$ cat config.mk
export PLATFORM = sky130hd
export DESIGN_NAME = iex_result_reg_flat
export DESIGN_NICKNAME = d
export VERILOG_FILES = /design/src/rtl/iex_result_reg_if.sv /design/src/rtl/iex_result_reg.sv /design/src/flat_wrapper.sv
export SDC_FILE = /design/constraint.sdc
export NUM_CORES = 1
export LEC_CHECK = 0
export CAP_MARGIN = 20
export CORE_ASPECT_RATIO = 0.7
export CORE_MARGIN = 3
export CORE_UTILIZATION = 38
export CTS_BUF_LIST = sky130_fd_sc_hd__clkbuf_16
export DETAILED_ROUTE_END_ITERATION = 6
export GPL_TIMING_DRIVEN = 0
export PLACE_DENSITY = 0.88
export SKIP_LAST_GASP = 1
export SLEW_MARGIN = 30
export SYNTH_ARGS = -nofsm -noshare
export SYNTH_HDL_FRONTEND = slang
export SYNTH_SLANG_ARGS = --single-unit
$ cat constraint.sdc
create_clock -name clk -period 2.7 [get_ports clk]
set_input_delay 0.405 -clock clk [delete_from_list [all_inputs] [get_ports clk]]
set_output_delay 0.405 -clock clk [all_outputs]
set_load 0.05 [all_outputs]
$ cat src/rtl/iex_result_reg_if.sv
// EX/MEM result-register bundle: EX-side capture handshake, MEM-side output
// handshake, forwarding bus and the illegal-op counter.
//
// Handshake rules (both sides): a transfer happens on a rising clk edge where
// valid and ready are both 1. A producer holding valid=1 keeps its payload
// stable until the transfer. Ready may depend combinationally on the
// consumer's state but never on the valid it is answering.
interface iex_result_reg_if #(
  parameter int DATA_WIDTH     = 32,
  parameter int REG_ADDR_WIDTH = 5,
  parameter int PC_WIDTH       = 32,
  parameter int CNT_WIDTH      = 8
);
  // EX side
  logic                      ex_vld;
  logic                      ex_ready;
  logic                      ex_kill;
  logic                      pipe_flush;
  logic [PC_WIDTH-1:0]       ex_pc;
  logic [REG_ADDR_WIDTH-1:0] ex_rd;
  logic                      ex_rd_wen;
  logic [1:0]                ex_alu_sel;
  logic [DATA_WIDTH-1:0]     adder_data_out;
  logic [DATA_WIDTH-1:0]     shifter_data_out;
  logic                      shifter_output_vld;
  logic [DATA_WIDTH-1:0]     logic_data_out;
  logic [DATA_WIDTH-1:0]     cmp_data_out;
  // MEM side
  logic                      mem_vld;
  logic                      mem_ready;
  logic [PC_WIDTH-1:0]       mem_pc;
  logic [REG_ADDR_WIDTH-1:0] mem_rd;
  logic                      mem_rd_wen;
  logic [DATA_WIDTH-1:0]     mem_alu_result;
  logic                      mem_illegal_op;
  // forwarding and status
  logic                      fwd_vld;
  logic [REG_ADDR_WIDTH-1:0] fwd_rd;
  logic [DATA_WIDTH-1:0]     fwd_data;
  logic [CNT_WIDTH-1:0]      illegal_cnt;

  // Register view.
  modport slave (
    input  ex_vld, ex_kill, pipe_flush, ex_pc, ex_rd, ex_rd_wen, ex_alu_sel,
           adder_data_out, shifter_data_out, shifter_output_vld,
           logic_data_out, cmp_data_out, mem_ready,
    output ex_ready, mem_vld, mem_pc, mem_rd, mem_rd_wen, mem_alu_result,
           mem_illegal_op, fwd_vld, fwd_rd, fwd_data, illegal_cnt
  );

  // Surrounding pipeline view.
  modport master (
    output ex_vld, ex_kill, pipe_flush, ex_pc, ex_rd, ex_rd_wen, ex_alu_sel,
           adder_data_out, shifter_data_out, shifter_output_vld,
           logic_data_out, cmp_data_out, mem_ready,
    input  ex_ready, mem_vld, mem_pc, mem_rd, mem_rd_wen, mem_alu_result,
           mem_illegal_op, fwd_vld, fwd_rd, fwd_data, illegal_cnt
  );
endinterface

$ cat src/rtl/iex_result_reg.sv
// EX-to-MEM pipeline register: selects the active ALU sub-unit result,
// screens illegal shifter ops, registers result plus destination info under
// a valid/ready handshake with kill/flush, drives the EX/MEM forwarding bus
// and keeps a saturating count of captured illegal ops.
module iex_result_reg #(
  parameter int DATA_WIDTH     = 32,
  parameter int REG_ADDR_WIDTH = 5,
  parameter int PC_WIDTH       = 32,
  parameter int CNT_WIDTH      = 8
) (
  input  logic             clk,
  input  logic             rst_n,
  iex_result_reg_if.slave  bus
);

  localparam logic [1:0] SEL_ADD = 2'd0;
  localparam logic [1:0] SEL_SHF = 2'd1;
  localparam logic [1:0] SEL_LOG = 2'd2;
  localparam logic [1:0] SEL_CMP = 2'd3;

  logic                      vld_q;
  logic [PC_WIDTH-1:0]       pc_q;
  logic [REG_ADDR_WIDTH-1:0] rd_q;
  logic                      rd_wen_q;
  logic [DATA_WIDTH-1:0]     result_q;
  logic                      illegal_q;
  logic [CNT_WIDTH-1:0]      cnt_q;

  logic                      ready;
  logic                      fire;
  logic                      illegal;
  logic [DATA_WIDTH-1:0]     sel_result;
  logic [DATA_WIDTH-1:0]     cap_result;
  logic                      cap_wen;

  // Handshake: flush blocks capture; otherwise accept when empty or draining.
  always_comb begin
    ready = !bus.pipe_flush && (!vld_q || bus.mem_ready);
    fire  = bus.ex_vld && ready && !bus.ex_kill;
  end

  // Result select and legality screen; illegal ops write nothing and carry 0.
  always_comb begin
    sel_result = '0;
    unique case (bus.ex_alu_sel)
      SEL_ADD: sel_result = bus.adder_data_out;
      SEL_SHF: sel_result = bus.shifter_data_out;
      SEL_LOG: sel_result = bus.logic_data_out;
      SEL_CMP: sel_result = bus.cmp_data_out;
    endcase
    illegal    = (bus.ex_alu_sel == SEL_SHF) && !bus.shifter_output_vld;
    cap_result = illegal ? '0 : sel_result;
    cap_wen    = bus.ex_rd_wen && !illegal && (bus.ex_rd != '0);
  end

  // Valid bit: flush wins, then capture, then drain; a stall holds.
  always_ff @(posedge clk or negedge rst_n) begin
    if (!rst_n) begin
      vld_q <= 1'b0;
    end else if (bus.pipe_flush) begin
      vld_q <= 1'b0;
    end else if (fire) begin
      vld_q <= 1'b1;
    end else if (bus.mem_ready) begin
      vld_q <= 1'b0;
    end
  end

  // Payload: loads only on capture, otherwise holds (stale once drained).
  always_ff @(posedge clk or negedge rst_n) begin
    if (!rst_n) begin
      pc_q      <= '0;
      rd_q      <= '0;
      rd_wen_q  <= 1'b0;
      result_q  <= '0;
      illegal_q <= 1'b0;
    end else if (fire) begin
      pc_q      <= bus.ex_pc;
      rd_q      <= bus.ex_rd;
      rd_wen_q  <= cap_wen;
      result_q  <= cap_result;
      illegal_q <= illegal;
    end
  end

  // Illegal-op counter: counts captured illegal ops, sticks at all-ones.
  always_ff @(posedge clk or negedge rst_n) begin
    if (!rst_n) begin
      cnt_q <= '0;
    end else if (fire && illegal && (cnt_q != '1)) begin
      cnt_q <= cnt_q + 1'b1;
    end
  end

  assign bus.ex_ready       = ready;
  assign bus.mem_vld        = vld_q;
  assign bus.mem_pc         = pc_q;
  assign bus.mem_rd         = rd_q;
  assign bus.mem_rd_wen     = rd_wen_q;
  assign bus.mem_alu_result = result_q;
  assign bus.mem_illegal_op = illegal_q;
  assign bus.fwd_vld        = vld_q && rd_wen_q;
  assign bus.fwd_rd         = rd_q;
  assign bus.fwd_data       = result_q;
  assign bus.illegal_cnt    = cnt_q;

endmodule
$ cat src/flat_wrapper.sv
// flat-port wrapper written by rule: the top's interface ports become plain ports
module iex_result_reg_flat 
#(
  parameter int DATA_WIDTH     = 32,
  parameter int REG_ADDR_WIDTH = 5,
  parameter int PC_WIDTH       = 32,
  parameter int CNT_WIDTH      = 8
)
  (clk, rst_n, bus_ex_vld, bus_ex_kill, bus_pipe_flush, bus_ex_pc, bus_ex_rd, bus_ex_rd_wen, bus_ex_alu_sel, bus_adder_data_out, bus_shifter_data_out, bus_shifter_output_vld, bus_logic_data_out, bus_cmp_data_out, bus_mem_ready, bus_ex_ready, bus_mem_vld, bus_mem_pc, bus_mem_rd, bus_mem_rd_wen, bus_mem_alu_result, bus_mem_illegal_op, bus_fwd_vld, bus_fwd_rd, bus_fwd_data, bus_illegal_cnt);
  iex_result_reg_if #(.DATA_WIDTH(DATA_WIDTH), .REG_ADDR_WIDTH(REG_ADDR_WIDTH), .PC_WIDTH(PC_WIDTH), .CNT_WIDTH(CNT_WIDTH)) bus_i ();
  input  logic clk;
  input  logic rst_n;
  input wire logic [$bits(bus_i.ex_vld)-1:0] bus_ex_vld;
  input wire logic [$bits(bus_i.ex_kill)-1:0] bus_ex_kill;
  input wire logic [$bits(bus_i.pipe_flush)-1:0] bus_pipe_flush;
  input wire logic [$bits(bus_i.ex_pc)-1:0] bus_ex_pc;
  input wire logic [$bits(bus_i.ex_rd)-1:0] bus_ex_rd;
  input wire logic [$bits(bus_i.ex_rd_wen)-1:0] bus_ex_rd_wen;
  input wire logic [$bits(bus_i.ex_alu_sel)-1:0] bus_ex_alu_sel;
  input wire logic [$bits(bus_i.adder_data_out)-1:0] bus_adder_data_out;
  input wire logic [$bits(bus_i.shifter_data_out)-1:0] bus_shifter_data_out;
  input wire logic [$bits(bus_i.shifter_output_vld)-1:0] bus_shifter_output_vld;
  input wire logic [$bits(bus_i.logic_data_out)-1:0] bus_logic_data_out;
  input wire logic [$bits(bus_i.cmp_data_out)-1:0] bus_cmp_data_out;
  input wire logic [$bits(bus_i.mem_ready)-1:0] bus_mem_ready;
  output wire logic [$bits(bus_i.ex_ready)-1:0] bus_ex_ready;
  output wire logic [$bits(bus_i.mem_vld)-1:0] bus_mem_vld;
  output wire logic [$bits(bus_i.mem_pc)-1:0] bus_mem_pc;
  output wire logic [$bits(bus_i.mem_rd)-1:0] bus_mem_rd;
  output wire logic [$bits(bus_i.mem_rd_wen)-1:0] bus_mem_rd_wen;
  output wire logic [$bits(bus_i.mem_alu_result)-1:0] bus_mem_alu_result;
  output wire logic [$bits(bus_i.mem_illegal_op)-1:0] bus_mem_illegal_op;
  output wire logic [$bits(bus_i.fwd_vld)-1:0] bus_fwd_vld;
  output wire logic [$bits(bus_i.fwd_rd)-1:0] bus_fwd_rd;
  output wire logic [$bits(bus_i.fwd_data)-1:0] bus_fwd_data;
  output wire logic [$bits(bus_i.illegal_cnt)-1:0] bus_illegal_cnt;
  assign bus_i.ex_vld = bus_ex_vld;
  assign bus_i.ex_kill = bus_ex_kill;
  assign bus_i.pipe_flush = bus_pipe_flush;
  assign bus_i.ex_pc = bus_ex_pc;
  assign bus_i.ex_rd = bus_ex_rd;
  assign bus_i.ex_rd_wen = bus_ex_rd_wen;
  assign bus_i.ex_alu_sel = bus_ex_alu_sel;
  assign bus_i.adder_data_out = bus_adder_data_out;
  assign bus_i.shifter_data_out = bus_shifter_data_out;
  assign bus_i.shifter_output_vld = bus_shifter_output_vld;
  assign bus_i.logic_data_out = bus_logic_data_out;
  assign bus_i.cmp_data_out = bus_cmp_data_out;
  assign bus_i.mem_ready = bus_mem_ready;
  assign bus_ex_ready = bus_i.ex_ready;
  assign bus_mem_vld = bus_i.mem_vld;
  assign bus_mem_pc = bus_i.mem_pc;
  assign bus_mem_rd = bus_i.mem_rd;
  assign bus_mem_rd_wen = bus_i.mem_rd_wen;
  assign bus_mem_alu_result = bus_i.mem_alu_result;
  assign bus_mem_illegal_op = bus_i.mem_illegal_op;
  assign bus_fwd_vld = bus_i.fwd_vld;
  assign bus_fwd_rd = bus_i.fwd_rd;
  assign bus_fwd_data = bus_i.fwd_data;
  assign bus_illegal_cnt = bus_i.illegal_cnt;
  iex_result_reg #(.DATA_WIDTH(DATA_WIDTH), .REG_ADDR_WIDTH(REG_ADDR_WIDTH), .PC_WIDTH(PC_WIDTH), .CNT_WIDTH(CNT_WIDTH)) u_core (.clk(clk), .rst_n(rst_n), .bus(bus_i));
endmodule
==> results of run 1 <==
## through the flow
stage               area (um2)  cells  utilization  worst slack (ns)  total power, mW
floorplan                 4060    360            -             0.637             3.13
CTS                       7410    794        0.737             0.344             5.25
detailed placement        7160    780        0.712          -0.00882             4.18
finish                    7410    795        0.737             0.368             5.21
global route              7410    795        0.737             0.210             5.41
global placement          7130    779        0.709             -1.47             4.13
## flip-flops by register name, summed over array words and instances (netlist names)
register	count
u_core.bus.mem_vld	1
u_core.bus.mem_illegal_op	1
u_core.bus.mem_rd_wen	1
u_core.bus.mem_pc	32
u_core.bus.fwd_data	32
u_core.bus.fwd_rd	5
u_core.bus.illegal_cnt	8
## cell families after synthesis
logic type | count (synthesis)
AO/OA/AOI/OAI | 32
XOR/XNOR | 7
adder cells (fa/ha/maj) | 1
buffers and inverters | 61
flip-flops | 80
multiplexers | 33
AND/OR/NAND/NOR | 146
## cell usage in the layout (no fill, tap or decap)
master           Yosys  routed
clkdlybuf4s50_1      0     290
nand2_1            119     119
dfrtp_1             80      80
buf_4               38      39
mux4_2              32      32
a22o_1              31      31
clkbuf_1            18      18
clkbuf_16            0       9
nor2_1               7       7
xor2_1               7       7
nor3_1               4       4
buf_2                3       3
clkinv_2             0       3
nor2b_1              2       2
and2_1               2       2
nand2b_1             2       2
nor3b_1              2       2
nand3_1              2       2
nand4_1              2       2
nor4_1               2       2
buf_1                2       2
diode_2              0       1
or3_1                1       1
or4b_1               1       1
mux2_2               1       1
a32o_1               1       1
ha_1                 1       1
clkinv_1             0       1
clkinvlp_4           0       1
buf_16               0       1
## worst paths after layout
path | to | slack [ns] | cells after the start
setup / recovery | u_core.bus.fwd_data[4]$_DFFE_PN0P_ | 0.37 | 7
hold / removal | u_core.bus.fwd_data[3]$_DFFE_PN0P_ | 0.005 | 1
setup reg to reg | u_core.bus.fwd_data[4]$_DFFE_PN0P_ | 0.43 | 6
hold reg to reg | u_core.bus.mem_pc[12]$_DFFE_PN0P_ | 0.47 | 2
max in group asynchronous | u_core.bus.mem_pc[23]$_DFFE_PN0P_ | 2.10 | 2
min in group clk | u_core.bus.mem_pc[12]$_DFFE_PN0P_ | 0.47 | 2
## final cells by class
type                       instances  area (um2)
timing repair buffer             292        2940
fill                             693        2650
sequential                        80        2000
multi-input combinational        219        1680
buffer                            61         375
clock buffer                       9         225
tap                              128         160
clock inverter                     5        26.3
antenna                            1        2.50
## worst reg2reg max path, stage by stage, from the launching register on
cell,delay (ns)
dfrtp_1,0.38
nor2b_1,0.17
or3_1,0.35
clkbuf_1,0.27
nor2_1,0.39
clkbuf_1,0.44
a22o_1,0.21
## power groups by stage
stage	combinational (mW)	clock, mW	sequential (mW)
6_report	2.57	1.06	1.57
5_1_grt	2.68	1.13	1.60
4_1_cts	2.59	1.08	1.57
3_5_place_dp	2.59	0	1.59
3_3_place_gp	2.55	0	1.58
2_1_floorplan	0.852	0	2.28
## metal layers
layer	global-route usage	routed length (um)	up-vias
met5	0	0	-
met4	0.0882	415	0
met1	0.284	5580	1904
li1	-	-	1818
met2	0.445	7820	193
met3	0.0761	1130	27
==> results.md, run 1 <==
Outcome
• result of the run: finished, final reports clean

Synth
• top cell type's share of synthesized area: 0.493
• Post-Synthesis Cell Area: 4060 um2
• main combinational cell family by area after synthesis: multiplexers
• Post-Syn Nets: 536
• most frequently used flop master after synthesis: dfrtp_1
• post-synthesis share of cell area spent on xor and xnor gates: 0.0151
• Syn Inst Count: 360
• leading cell type by number of instances after synthesis: nand2_1
• area leader, netlist: dfrtp_1
• #FFs+latches synth: 80
• mean instance size in the synthesized netlist: 11.3 um2
• portion of netlist area occupied by mux cells: 0.180
• post-synthesis sequential area ratio: 0.493
• complex-gate fraction of the synthesized area: 0.0693
• EDFF count, synth: 0
• main area contributors after synthesis: dfrtp_1 49%, mux4_2 18%, nand2_1 11%
• library cells used by synthesis: 23
• top cells by count, synth: 119 x nand2_1, 80 x dfrtp_1, 38 x buf_4
• adder-cell share of the synthesized area: 0.00308
• warnings from Yosys: 0
• share of flip-flops with an asynchronous set or reset: 1.00
• simple-gate portion of the synthesized area: 0.147

CTS
• number of buffers inserted by post-CTS setup repair: 0
• Post-CTS Hold Buffers: 0
• number of clock buffers inserted by TritonCTS: 9
• post-CTS resize count: 0
• clock root cell: clkbuf_16
• Clock Sink Count: 80
• clock tree buffer depth: 2
• H-Tree Depth: 3
• clk_lat worst skew: 0.33 ns
• clock transition at the register clock pins on the worst setup and hold paths after CTS: 0.06 ns
• CTS tree: yes

Min path
• Hold Crit Class: input pin to asynchronous set/reset pin

GRT
• leftover overflow at the end of global routing: 0
• wire length of the first global-routing pass: 22800 um
• largest net degree at the start of global routing: 54
• vias in the first global route: 4231
• initial antenna violation count: 1
• Global Route Usage Sum: 0.250

Timing
• Relative slew margins: 0.467
• number of endpoints with negative hold slack in the final report: 0
• Worst Hold Margin: 0.00508 ns
• Slew @ Worst Pin: 0.799 ns
• final critical path time including I/O delays and setup: 2.33 ns
• Final Max Slew Viols: 0
• RSZ-0062 raised after global routing: no
• count of final setup violators: 0
• Max Clk Rate: 0.429 GHz
• Worst Clk Skew: 0.00712 ns
• setup total negative slack: 0 ns
• part of the cycle the worst path needs: 0.864

Critical path
• launch instance of the worst register-to-register path: u_core.bus.mem_vld$_DFFE_PN0P_
• Worst Path Required: 2.96 ns
• buffers and inverters on the worst path: 3
• Worst path top cell family by delay: buffers and inverters
• Crit Path Max Fanout: 10
• Crit path top cell by count: clkbuf_1
• Worst setup SP type: input pin
• startpoint of the most critical setup path: bus_mem_ready
• largest stage delay on the critical path: 0.45 ns
• startpoint-to-endpoint class of the critical path: input pin to flip-flop
• slowest CP cell: clkdlybuf4s50_1
• critical-path cell list: clkdlybuf4s50_1 -> nor2b_1 -> or3_1 -> clkbuf_1 -> nor2_1 -> clkbuf_1 -> a22o_1
• CP Capture Type: flip-flop
• critical path arrival: 2.59 ns

Die
• count of standard-cell rows: 30
• I/O pin count: 294
• area enclosed by the die boundary: 12000 um2
• starting density of the core: 0.404
• Die Span Y: 92.5 um
• CORE AREA: 10100 um2
• floorplan die width: 130 um

Power
• internal power of the cells: 3.06 mW
• clock group share of total power: 0.204
• Power Dens Cells: 702 nW/um2
• Static Leak: 3.24 nW
• switching share of power: 0.413
• IR Drop Worst-Case VDD: 363 uV
• net load switching power: 2.15 mW
• part of the power in registers: 0.302
• fraction of power consumed by combinational cells: 0.494

Detailed routing
• via/cell ratio: 4.96
• Routed WL per cell: 18.8 um
• Initial DRT Pass Iterations: 4
• number of DRC markers after the initial detailed-route iteration: 190
• antenna-violating nets left: 0
• number of design rule violations left after detail routing: 0
• total wire length after detailed routing: 14900 um
• number of vias in the routed layout: 3942

Placement
• post-detailed-placement half-perimeter wirelength: 12300 um
• count of buffers inserted at the top-level ports: 291
• GP Congestion: 0.892

Flow run
• count of maximum capacitance violations: 0

Layout
• share of post-route cells with drive strength above 1: 0.134
• NumNets Final: 839
• area added between synthesis and finish: 82.5%

No activity file was read; power rests on OpenSTA's default activity.
==> inputs of run 2 (changes only) <==
- HOLD_SLACK_MARGIN: default -> 0.08
==> results.md, run 2 (synthesized netlist as in run 1, its figures left out) <==
Timing
• final critical path time including I/O delays and setup: 2.33 ns
• count of final setup violators: 0
• RSZ-0062 raised after global routing: no
• final critical-path setup slack: 0.366 ns
• Worst Clk Skew: 0.00474 ns
• Final Max Slew Viols: 0
• number of endpoints with negative hold slack in the final report: 0
• Max Clk Rate: 0.428 GHz
• setup total negative slack: 0 ns
• part of the cycle the worst path needs: 0.865
• Relative slew margins: 0.467
• Slew @ Worst Pin: 0.799 ns

Die
• floorplan die width: 130 um
• starting density of the core: 0.404
• count of standard-cell rows: 30
• area enclosed by the die boundary: 12000 um2
• I/O pin count: 294
• CORE AREA: 10100 um2
• Die Span Y: 92.5 um

Detailed routing
• Routed WL per cell: 19.0 um
• number of vias in the routed layout: 3988
• total wire length after detailed routing: 15100 um
• number of design rule violations left after detail routing: 0
• via/cell ratio: 5.01
• antenna-violating nets left: 0
• Initial DRT Pass Iterations: 4
• number of DRC markers after the initial detailed-route iteration: 172

Placement
• count of buffers inserted at the top-level ports: 291
• pre-CTS setup slack: -0.00882 ns
• post-detailed-placement half-perimeter wirelength: 12300 um
• GP Congestion: 0.892
• Area after DPL: 7160 um2

CTS
• H-Tree Depth: 3
• Clock Sink Count: 80
• CTS tree: yes
• clk_lat worst skew: 0.33 ns
• Post-CTS Hold Buffers: 1
• clock root cell: clkbuf_16
• clock tree buffer depth: 2
• number of clock buffers inserted by TritonCTS: 9
• number of buffers inserted by post-CTS setup repair: 0
• post-CTS resize count: 0
• clock transition at the register clock pins on the worst setup and hold paths after CTS: 0.06 ns

Power
• Static Leak: 3.24 nW
• IR Drop Worst-Case VDD: 362 uV
• Power Dens Cells: 702 nW/um2

Critical path
• critical-path cell list: clkdlybuf4s50_1 -> nor2b_1 -> or3_1 -> clkbuf_1 -> nor2_1 -> clkbuf_1 -> a22o_1
• capture instance of the worst register-to-register path: u_core.bus.fwd_data[4]$_DFFE_PN0P_
• slowest CP cell: clkdlybuf4s50_1
• largest stage delay on the critical path: 0.45 ns
• r2r worst-path depth: 6
• critical path arrival: 2.60 ns
• Worst Path Required: 2.96 ns
• flop-to-flop setup slack: 0.42 ns
• CP Capture Type: flip-flop
• launch instance of the worst register-to-register path: u_core.bus.mem_vld$_DFFE_PN0P_
• Crit path top cell by count: clkbuf_1
• Worst setup SP type: input pin
• Crit Path Max Fanout: 10
• startpoint-to-endpoint class of the critical path: input pin to flip-flop

Layout
• total of fill cells in the finished design: 688
• area of all placed cells without fillers: 7420 um2
• most common cell after layout, fill and taps aside: clkdlybuf4s50_1
• area added between synthesis and finish: 82.8%
• NumNets Final: 840
• top library cells by usage in the layout, fill and taps aside: 290 x clkdlybuf4s50_1, 119 x nand2_1, 80 x dfrtp_1, 39 x buf_4, 32 x mux4_2
• share of post-route cells with drive strength above 1: 0.133

GRT
• largest net degree at the start of global routing: 54
• initial antenna violation count: 1
• Global Route Usage Sum: 0.253
• vias in the first global route: 4214
• leftover overflow at the end of global routing: 0
• wire length of the first global-routing pass: 23000 um

Outcome
• result of the run: finished, final reports clean

Min path
• Min-Delay Path Depth: 2
• start point of the worst min-delay path: u_core.bus.mem_pc[12]$_DFFE_PN0P_
• Hold Crit Class: flip-flop to flip-flop
• worst hold endpoint: u_core.bus.mem_pc[12]$_DFFE_PN0P_

Flow run
• count of maximum capacitance violations: 0

run 2: cell count changes in the layout (fill, tap and decap cells not counted):
cell	previous run	this run
dlygate4sd3_1	0	1
run 2: per-layer routing:
layer / vias up / GRT usage / wire [um]
met5: - / 0 / 0
met4: 0 / 0.0856 / 414
met3: 28 / 0.0767 / 1210
met2: 206 / 0.453 / 7900
met1: 1937 / 0.285 / 5620
li1: 1817 / - / -
run 2: worst max-delay path, delay by kind of cell:
family / cells / cell delay [ns]
and+or+nand+nor: 3 / 0.81
buffers and inverters: 3 / 1.16
AOI/OAI and AO/OA: 1 / 0.21
run 2: stage by stage:
stage / power (mW) / cells / utilization / hold WS, ns
6_report: 5.21 / 796 / 0.738 / 0.473
5_1_grt: 5.41 / 796 / 0.738 / 0.491
4_1_cts: 5.25 / 795 / 0.738 / 0.476
3_5_place_dp: 4.18 / 780 / 0.712 / 0.363
3_3_place_gp: 4.13 / 779 / 0.709 / 0.459
2_1_floorplan: 3.13 / 360 / - / 0.109
run 2: final cells by class:
cell class              instances  area [um2]  share of cell area
flip-flops and latches         80        2000               0.270
clock buffers                   9         225              0.0303
repair buffers                293        2950               0.397
clock inverters                 5        26.3             0.00354
diodes                          1        2.50            0.000337
plain buffers                  61         375              0.0506
well taps                     128         160              0.0216
multi-input cells             219        1680               0.227
run 2: power breakdown:
part	leakage, nW	internal (mW)	switching (mW)
Sequential	1.01	1.40	0.170
Clock	0.124	0.603	0.456
Combinational	2.11	1.05	1.53
Total	3.24	3.06	2.15
run 2: worst max path at each step:
stage	startpoint	endpoint	slack, ns
6_report	bus_mem_ready	u_core.bus.fwd_data[4]$_DFFE_PN0P_	0.37
5_1_grt	bus_ex_kill	u_core.bus.fwd_data[31]$_DFFE_PN0P_	0.23
4_1_cts	bus_mem_ready	u_core.bus.fwd_data[9]$_DFFE_PN0P_	0.34
3_5_place_dp	bus_mem_ready	u_core.bus.fwd_data[9]$_DFFE_PN0P_	-0.009
3_3_place_gp	rst_n	u_core.bus.mem_pc[12]$_DFFE_PN0P_	-1.47
2_1_floorplan	u_core.bus.mem_vld$_DFFE_PN0P_	u_core.bus.illegal_cnt[1]$_DFFE_PN0P_	0.64
==> inputs of run 3 (changes only) <==
- CORE_AREA: default -> 2 2 113 115
- CORE_ASPECT_RATIO: 0.7 -> default
- CORE_MARGIN: 3 -> default
- CORE_UTILIZATION: 38 -> default
- DIE_AREA: default -> 0 0 115 117
- PLACE_DENSITY: 0.88 -> 0.79
- clock period: 2.7 -> 2.8 ns (I/O delays scaled with it)
==> results.md, run 3 (synthesized netlist as in run 1, its figures left out) <==
Outcome
• result of the run: finished, final reports clean

GRT
• GR peak layer: met2
• leftover overflow at the end of global routing: 0
• Global Route Usage Sum: 0.216
• initial antenna violation count: 0
• met3 routing resource usage after global routing: 0.0572
• largest net degree at the start of global routing: 48
• GRT met2 Usage: 0.392
• GR Layer Usage met1: 0.242
• vias in the first global route: 4079
• wire length of the first global-routing pass: 21800 um

Timing
• Slew @ Worst Pin: 0.828 ns
• RSZ-0062 raised after global routing: no
• part of the cycle the worst path needs: 0.864
• final critical path time including I/O delays and setup: 2.42 ns
• Worst Clk Skew: 0.00401 ns
• setup total negative slack: 0 ns
• number of endpoints with negative hold slack in the final report: 0
• count of final setup violators: 0
• Max Clk Rate: 0.413 GHz
• Relative slew margins: 0.448
• final critical-path setup slack: 0.380 ns
• Final Max Slew Viols: 0

Detailed routing
• antenna-violating nets left: 0
• number of design rule violations left after detail routing: 0
• total wire length after detailed routing: 14700 um
• number of vias in the routed layout: 3930
• Initial DRT Pass Iterations: 4
• number of DRC markers after the initial detailed-route iteration: 151
• via/cell ratio: 4.80
• Routed WL per cell: 18.0 um

Power
• Static Leak: 3.26 nW
• clock group share of total power: 0.217
• IR Drop Worst-Case VDD: 287 uV
• fraction of power consumed by combinational cells: 0.485
• switching share of power: 0.405
• part of the power in registers: 0.297
• Power Dens Cells: 683 nW/um2
• net load switching power: 2.07 mW
• internal power of the cells: 3.04 mW

CTS
• clock tree buffer depth: 2
• clock root cell: clkbuf_16
• number of clock buffers inserted by TritonCTS: 9
• clock transition at the register clock pins on the worst setup and hold paths after CTS: 0.06 ns
• H-Tree Depth: 3
• Clock Sink Count: 80
• number of buffers inserted by post-CTS setup repair: 0
• CTS tree: yes
• clk_lat worst skew: 0.33 ns

Critical path
• critical path arrival: 2.68 ns
• Crit Path Max Fanout: 10
• Worst Path Required: 3.06 ns
• Worst path top cell family by delay: buffers and inverters
• Crit path top cell by count: clkbuf_1
• slowest CP cell: clkdlybuf4s50_1
• critical-path cell list: clkdlybuf4s50_1 -> nor2b_1 -> or3_1 -> clkbuf_1 -> nor2_1 -> clkbuf_1 -> a22o_1
• startpoint-to-endpoint class of the critical path: input pin to flip-flop
• capture instance of the worst register-to-register path: u_core.bus.fwd_data[3]$_DFFE_PN0P_
• buffers and inverters on the worst path: 3
• launch instance of the worst register-to-register path: u_core.bus.mem_vld$_DFFE_PN0P_
• Worst setup SP type: input pin
• CP Capture Type: flip-flop
• r2r worst-path depth: 6
• largest stage delay on the critical path: 0.48 ns
• flop-to-flop setup slack: 0.49 ns

Placement
• GP Congestion: 0.848
• post-detailed-placement half-perimeter wirelength: 12200 um
• DP Cell Count: 802
• count of buffers inserted at the top-level ports: 291
• pre-CTS setup slack: -0.0624 ns

Min path
• start point of the worst min-delay path: u_core.bus.mem_pc[19]$_DFFE_PN0P_
• Min-Delay Path Depth: 2
• worst hold endpoint: u_core.bus.mem_pc[19]$_DFFE_PN0P_
• Hold Crit Class: flip-flop to flip-flop

Die
• CORE AREA: 12300 um2
• count of standard-cell rows: 41
• starting density of the core: 0.330
• Die Span Y: 117 um
• I/O pin count: 294
• floorplan die width: 115 um
• area enclosed by the die boundary: 13500 um2

Layout
• most common cell after layout, fill and taps aside: clkdlybuf4s50_1
• NumNets Final: 840
• post-route non-filler standard cell count: 818
• Final Core Density: 0.607
• share of post-route cells with drive strength above 1: 0.132
• top library cells by usage in the layout, fill and taps aside: 290 x clkdlybuf4s50_1, 119 x nand2_1, 80 x dfrtp_1, 39 x buf_4, 32 x mux4_2
• area added between synthesis and finish: 84.0%
• total inserted antenna cells: 0

Flow run
• count of maximum capacitance violations: 0

[run 3: cell types whose count changed in the layout (fill, tap and decap cells not counted), sizes merged]
| cell | before | now |
|---|---|---|
| bufinv | 0 | 1 |
| clkinv | 4 | 5 |
| clkinvlp | 1 | 0 |
| diode | 1 | 0 |
[run 3: area by class of cell]
class,count,area [um2]
multi-input cells,219,1680
fillers,1029,4840
repair buffers,293,2950
clock inverters,6,51.3
flip-flops and latches,80,2000
well taps,150,188
clock buffers,9,225
plain buffers,61,375
[run 3: worst max-delay path by stage]
stage                              startpoint                               endpoint  slack (ns)  depth (start not counted)
4_1_cts                         bus_mem_ready     u_core.bus.fwd_data[0]$_DFFE_PN0P_        0.27                          7
3_3_place_gp                            rst_n    u_core.bus.fwd_data[23]$_DFFE_PN0P_       -1.41                          1
2_1_floorplan  u_core.bus.mem_vld$_DFFE_PN0P_  u_core.bus.illegal_cnt[1]$_DFFE_PN0P_        0.74                          5
5_1_grt                         bus_mem_ready    u_core.bus.fwd_data[25]$_DFFE_PN0P_        0.19                          7
3_5_place_dp                    bus_mem_ready     u_core.bus.fwd_data[0]$_DFFE_PN0P_       -0.06                          7
6_report                        bus_mem_ready     u_core.bus.fwd_data[3]$_DFFE_PN0P_        0.38                          7
[run 3: tightest hold or removal path, delay by kind of cell (launching register included)]
| kind | cells | cell delay [ns] |
|---|---|---|
| and+or+nand+nor | 2 | 0.10 |
| DFF | 1 | 0.34 |
[run 3: layer usage]
metal | part of all wire | up-vias
met5 | 0 | -
met4 | 0.028 | 0
met3 | 0.083 | 28
met2 | 0.52 | 192
met1 | 0.37 | 1887
li1 | - | 1823
[run 3: power groups by stage]
stage	registers, mW	clock network (mW)	logic [mW]
final	1.52	1.11	2.48
after global routing	1.55	1.19	2.58
after CTS	1.52	1.14	2.50
after detailed placement	1.54	0	2.49
after global placement	1.53	0	2.46
after floorplan	2.20	0	0.822
[run 3: through the flow]
stage | power [mW] | instance area (um2) | hold slack [ns]
2_1_floorplan | 3.02 | 4060 | 0.124
3_3_place_gp | 3.99 | 7160 | 0.459
3_5_place_dp | 4.03 | 7190 | 0.407
4_1_cts | 5.15 | 7470 | 0.477
5_1_grt | 5.31 | 7470 | 0.498
6_report | 5.10 | 7470 | 0.474
[run 3: what timing repair did]
item,in CTS,in global routing
hold endpoints to repair,33,0
hold buffers,1,0
gates resized for setup,0,0
